[src/rtl/alu_pkg.sv]
// Opcode and FSM encodings shared by the multi-cycle ALU and its testbench.
package alu_pkg;
  localparam logic [2:0] OP_ADD = 3'd0;
  localparam logic [2:0] OP_SUB = 3'd1;
  localparam logic [2:0] OP_LDI = 3'd2;
  localparam logic [2:0] OP_CMP = 3'd3;
  localparam logic [2:0] OP_AND = 3'd4;
  localparam logic [2:0] OP_OR  = 3'd5;
  localparam logic [2:0] OP_MUL = 3'd6;
  localparam logic [2:0] OP_NOP = 3'd7;

  localparam logic [0:0] ST_IDLE = 1'b0;
  localparam logic [0:0] ST_MUL  = 1'b1;
endpackage

[src/rtl/alu_mul_seq.sv]
// Shift-add multiplier: one partial product per cycle, WIDTH cycles per op.
// done/product/ovf are combinational during the final step so the caller registers them.
module alu_mul_seq #(
  parameter int WIDTH = 8
) (
  input  logic             clk,
  input  logic             reset,
  input  logic             load,
  input  logic [WIDTH-1:0] A,
  input  logic [WIDTH-1:0] B,
  output logic             busy,
  output logic             done,
  output logic [WIDTH-1:0] product,
  output logic             ovf
);
  localparam int CW = $clog2(WIDTH);

  logic [2*WIDTH-1:0] mcand_q, acc_q, acc_nxt;
  logic [WIDTH-1:0]   mplr_q;
  logic [CW-1:0]      cnt_q;
  logic               busy_q;

  assign acc_nxt = mplr_q[0] ? acc_q + mcand_q : acc_q;
  assign busy    = busy_q;
  assign done    = busy_q & (cnt_q == '0);
  assign product = acc_nxt[WIDTH-1:0];
  assign ovf     = |acc_nxt[2*WIDTH-1:WIDTH];

  always_ff @(posedge clk or posedge reset) begin
    if (reset) begin
      mcand_q <= '0;
      acc_q   <= '0;
      mplr_q  <= '0;
      cnt_q   <= '0;
      busy_q  <= 1'b0;
    end else if (load) begin
      mcand_q <= {{WIDTH{1'b0}}, A};
      mplr_q  <= B;
      acc_q   <= '0;
      cnt_q   <= CW'(WIDTH - 1);
      busy_q  <= 1'b1;
    end else if (busy_q) begin
      acc_q   <= acc_nxt;
      mcand_q <= mcand_q << 1;
      mplr_q  <= mplr_q >> 1;
      cnt_q   <= cnt_q - 1'b1;
      if (cnt_q == '0) busy_q <= 1'b0;
    end
  end
endmodule

[src/rtl/alu_mc.sv]
// Multi-cycle ALU: single-cycle ops complete on the accepting edge, MUL runs
// through the sequential multiplier; result and flags are registered.
module alu_mc
  import alu_pkg::*;
#(
  parameter int WIDTH = 8,
  parameter int IMM_W = 4
) (
  input  logic             clk,
  input  logic             reset,
  input  logic             start,
  input  logic [2:0]       op,
  input  logic [WIDTH-1:0] A,
  input  logic [WIDTH-1:0] B,
  input  logic [IMM_W-1:0] imm,
  input  logic [WIDTH-1:0] reg0_val,
  output logic             busy,
  output logic             done,
  output logic [WIDTH-1:0] result,
  output logic             equal,
  output logic             carry,
  output logic             zero
);
  logic [0:0]       state_q, state_d;
  logic [WIDTH-1:0] result_q, result_d;
  logic             equal_q, equal_d, carry_q, carry_d, zero_q, zero_d, done_q, done_d;
  logic             accept, mul_load, mul_busy, mul_done, mul_ovf;
  logic [WIDTH-1:0] mul_product;
  logic [WIDTH:0]   sum;

  alu_mul_seq #(.WIDTH(WIDTH)) u_mul (
    .clk(clk), .reset(reset), .load(mul_load), .A(A), .B(B),
    .busy(mul_busy), .done(mul_done), .product(mul_product), .ovf(mul_ovf)
  );

  assign accept = start & (state_q == ST_IDLE);
  assign sum    = {1'b0, A} + {1'b0, B};

  always_comb begin
    state_d  = state_q;
    result_d = result_q;
    equal_d  = equal_q;
    carry_d  = carry_q;
    zero_d   = zero_q;
    done_d   = 1'b0;
    mul_load = 1'b0;
    if (state_q == ST_MUL) begin
      if (mul_done) begin
        result_d = mul_product;
        carry_d  = mul_ovf;
        zero_d   = (mul_product == '0);
        done_d   = 1'b1;
        state_d  = ST_IDLE;
      end
    end else if (accept) begin
      done_d = 1'b1;
      case (op)
        OP_ADD: begin result_d = sum[WIDTH-1:0]; carry_d = sum[WIDTH]; end
        OP_SUB: begin result_d = A - B;          carry_d = (A >= B);  end
        OP_LDI: begin result_d = WIDTH'(imm);    carry_d = 1'b0;      end
        OP_AND: begin result_d = A & B;          carry_d = 1'b0;      end
        OP_OR:  begin result_d = A | B;          carry_d = 1'b0;      end
        OP_CMP: equal_d = (B == reg0_val);
        OP_MUL: begin
          done_d   = 1'b0;
          mul_load = 1'b1;
          state_d  = ST_MUL;
        end
        default: ;
      endcase
      if (op != OP_CMP && op != OP_NOP && op != OP_MUL) zero_d = (result_d == '0);
    end
  end

  always_ff @(posedge clk or posedge reset) begin
    if (reset) begin
      state_q  <= ST_IDLE;
      result_q <= '0;
      equal_q  <= 1'b0;
      carry_q  <= 1'b0;
      zero_q   <= 1'b0;
      done_q   <= 1'b0;
    end else begin
      state_q  <= state_d;
      result_q <= result_d;
      equal_q  <= equal_d;
      carry_q  <= carry_d;
      zero_q   <= zero_d;
      done_q   <= done_d;
    end
  end

  assign busy   = mul_busy;
  assign done   = done_q;
  assign result = result_q;
  assign equal  = equal_q;
  assign carry  = carry_q;
  assign zero   = zero_q;
endmodule

[config.mk]
export PLATFORM = sky130hd
export DESIGN_NAME = alu_mc
export DESIGN_NICKNAME = d
export VERILOG_FILES = /design/src/rtl/alu_pkg.sv /design/src/rtl/alu_mul_seq.sv /design/src/rtl/alu_mc.sv
export SDC_FILE = /design/constraint.sdc
export NUM_CORES = 1
export LEC_CHECK = 0
export BUFFER_PORTS_ARGS = -buffer_cell sky130_fd_sc_hd__buf_2
export CAP_MARGIN = 20
export CORE_MARGIN = 5
export CORE_UTILIZATION = 45
export DETAILED_ROUTE_END_ITERATION = 10
export GPL_ROUTABILITY_DRIVEN = 1
export HOLD_SLACK_MARGIN = 0.06
export REMOVE_ABC_BUFFERS = 1
export SETUP_SLACK_MARGIN = 0.4
export SLEW_MARGIN = 10
export SYNTH_ARGS = -nofsm -noshare
export SYNTH_HDL_FRONTEND = slang
export SYNTH_HIERARCHICAL = 1
export SYNTH_SLANG_ARGS = --single-unit
[constraint.sdc]
create_clock -name clk -period 5.25 [get_ports clk]
set_input_delay 0.7875 -clock clk [delete_from_list [all_inputs] [get_ports clk]]
set_output_delay 0.7875 -clock clk [all_outputs]
set_load 0.05 [all_outputs]
==> flow_summary.json <==
{
  "outcome": "completed",
  "ir_drop_uv": 273,
  "yosys-top-cells-count": "dfrtp_1 (57), nand2_1 (49), nor2_1 (44), ha_1 (41), o21ai_0 (38)",
  "hold_slack_ps": 497,
  "clkTransAtPathRegs_ps": 80,
  "gr-usage-all-layers_pct": 22.7,
  "grt-ovfl-total": 0,
  "clock-root-buffer": "clkbuf_8",
  "critPathRequiredTime_ps": 5520,
  "cp-start-kind": "flip-flop",
  "drcViolationCount": 0,
  "crit_chain": "ha_1 > and3_1 > a221o_1 > o22ai_2 > xnor2_1 > mux2_2 > nor4_1 > nand2_1 > nor4b_1 > mux2i_1 > o41ai_2",
  "cts_buffer_depth": 2,
  "synth_cell_types": 84,
  "core_area_mm2": 0.0109,
  "synthTopCellsByArea": "dfrtp_1 (28%), ha_1 (10%), mux2i_1 (7.0%), o21ai_0 (3.8%), nand2_1 (3.7%)",
  "tns_ps": 0,
  "grt_max_degree": 49,
  "post-cts-setup-buffers": 0,
  "drtAntennaViolNets": 0,
  "syn-mean-instance-area_um2": 8.81,
  "avgRoutedWirePerCell_um": 19.1,
  "drt-pass1-iter-count": 6,
  "crit_slowest_cell": "dfrtp_1",
  "ys_seq_elements": 57,
  "reg2reg_setup_slack_ps": 2060,
  "syn_inst": 570,
  "total_power_mw": 3.09,
  "htree_num_levels": 3,
  "cts_buffers": 9,
  "layout_setup_ws_ps": 2060,
  "rsz0062_at_grt": "false",
  "synth-main-ff-cell": "dfrtp_1",
  "min_path_type": "flip-flop to flip-flop",
  "area_growth_pct": 9.24,
  "leakage_nw": 2.40,
  "io_buffers": 46,
  "tightest_slew_ps": 865,
  "yosysSeqAreaShare_pct": 28.4,
  "cpPeakStageDelay_ps": 440,
  "route.final.wire_length_mm": 14.3,
  "die_area_mm2": 0.0134,
  "first_iter_violations": 293,
  "grt_pass1_wl_mm": 23.6,
  "synth-edff-count": 0,
  "hold_viol_final": 0,
  "grt_pass1_vias": 4577,
  "cp.arrival_ps": 3450,
  "place_congestion": 0.940,
  "synth_most_common_cell": "dfrtp_1",
  "slew_headroom_pct": 42.3,
  "final_max_slew_viol_count": 0,
  "skew_ps": 12.9,
  "period_share_pct": 60.7,
  "die_x_um": 116,
  "dp_cells": 735,
  "crit_type": "flip-flop to flip-flop",
  "crit_fanout": 6,
  "cts_resized": 0,
  "cts_tree": "yes",
  "drive_above_1_share_pct": 17.0,
  "synth.top_cell.area_share_pct": 28.4,
  "yosysWarnings": 6,
  "die_h_um": 116,
  "setup_viol": 0,
  "avgViaCountPerCell": 6.00,
  "synth_top_area_cell": "dfrtp_1",
  "initial_core_util_pct": 46.1,
  "cp-end-kind": "flip-flop",
  "io_pins": 47,
  "antenna_cells": 0,
  "mappedNetlistArea_mm2": 0.00502,
  "ys_async_sr_fraction_pct": 100,
  "fillCellCount": 1052,
  "pre_cts_ws_ps": 2080,
  "finalNonFillerCells": 750,
  "max_freq_mhz": 314,
  "route.vias.total": 4498,
  "insertion_delay_ps": 370,
  "min_period_ps": 3190,
  "power_density_mw_per_mm2": 563,
  "antenna_found_initial": 0,
  "cap_violations": 0,
  "hpwlAfterDp_mm": 10.8,
  "cts.sinks": 57,
  "final_nets": 684,
  "rows": 38,
  "postCtsHoldBufs": 0
}
## sequential cells by signal (all words and copies together), names as in the netlist, 3 cells and up
name and count:
u_mul/acc_q 16, u_mul/mcand_q 16, result 8, u_mul/mplr_q 8, u_mul/cnt_q 3
## area by class of cell
cell class                 instances  area (µm²)  share of cell area (%)
multi-input combinational        451        3280                    59.8
sequential                        57        1430                    26.0
timing repair buffer              52         275                    5.02
tap                              140         175                    3.19
clock buffer                      12         155                    2.83
inverter                          35         131                    2.39
clock inverter                     3        40.0                   0.730
## final timing paths
kind,from,to,depth (start not counted)
max reg2reg,u_mul/mcand_q[2]$_DFFE_PP0P_,zero$_DFFE_PP0P_,11
min,equal$_DFFE_PP0P_,equal$_DFFE_PP0P_,1
max,u_mul/mcand_q[2]$_DFFE_PP0P_,zero$_DFFE_PP0P_,11
min in group asynchronous,reset,carry$_DFFE_PP0P_,2
min reg2reg,equal$_DFFE_PP0P_,equal$_DFFE_PP0P_,1
max in group asynchronous,reset,u_mul/busy$_DFF_PP0_,3
## cell usage in the layout (no fill, tap or decap), drive strengths merged, types with 10 or more instances in the layout
cell / Yosys / final
nor2b: 12 / 12
inv: 34 / 33
a21oi: 36 / 36
dfrtp: 57 / 57
a21o: 15 / 15
nor2: 44 / 44
ha: 41 / 41
a211oi: 11 / 11
nor3: 10 / 10
mux2i: 35 / 35
buf: 14 / 52
o21ai: 43 / 43
clkbuf: 13 / 12
nand2: 49 / 49
xnor2: 16 / 16
nand2b: 11 / 11
## kinds of logic (layout without fill, tap and decap cells)
group,Yosys count,count (layout),synth area share [%]
AO/OA/AOI/OAI,174,174,24.3
AND/OR/NAND/NOR,169,169,17.1
buffers and inverters,62,102,6.25
flip-flops,57,57,28.4
adder cells (fa/ha/maj),44,44,11.4
multiplexers,43,43,8.84
XOR/XNOR,21,21,3.66
## critical path: cells and delay by family (launching register included)
kind / cells / cell delay [ps]
adders and majority gates: 1 / 400
muxes: 2 / 510
AOI/OAI and AO/OA: 3 / 750
DFF: 1 / 440
xor gates and xnor gates: 1 / 100
and+or+nand+nor: 4 / 870
## metal layers
metal,up-vias,track usage (%),wire length (µm)
met5,-,0,0
met4,0,10.6,507
met3,40,5.12,646
met2,145,37.8,7010
met1,2173,28.0,6130
li1,2140,-,-
## metrics by stage
| stage | util, % | area (µm²) |
|---|---|---|
| after global placement | 48.6 | 5290 |
| after global routing | 50.4 | 5490 |
| after CTS | 50.4 | 5490 |
| after floorplan | - | 4840 |
| final | 50.4 | 5490 |
| after detailed placement | 48.6 | 5290 |
## power by group
part / internal [mW] / total, mW / switching (mW)
clock network: 0.241 / 0.434 / 0.193
registers: 0.610 / 0.769 / 0.159
logic: 0.749 / 1.89 / 1.14
total: 1.60 / 3.09 / 1.49
(Power assumes the default switching activity.)
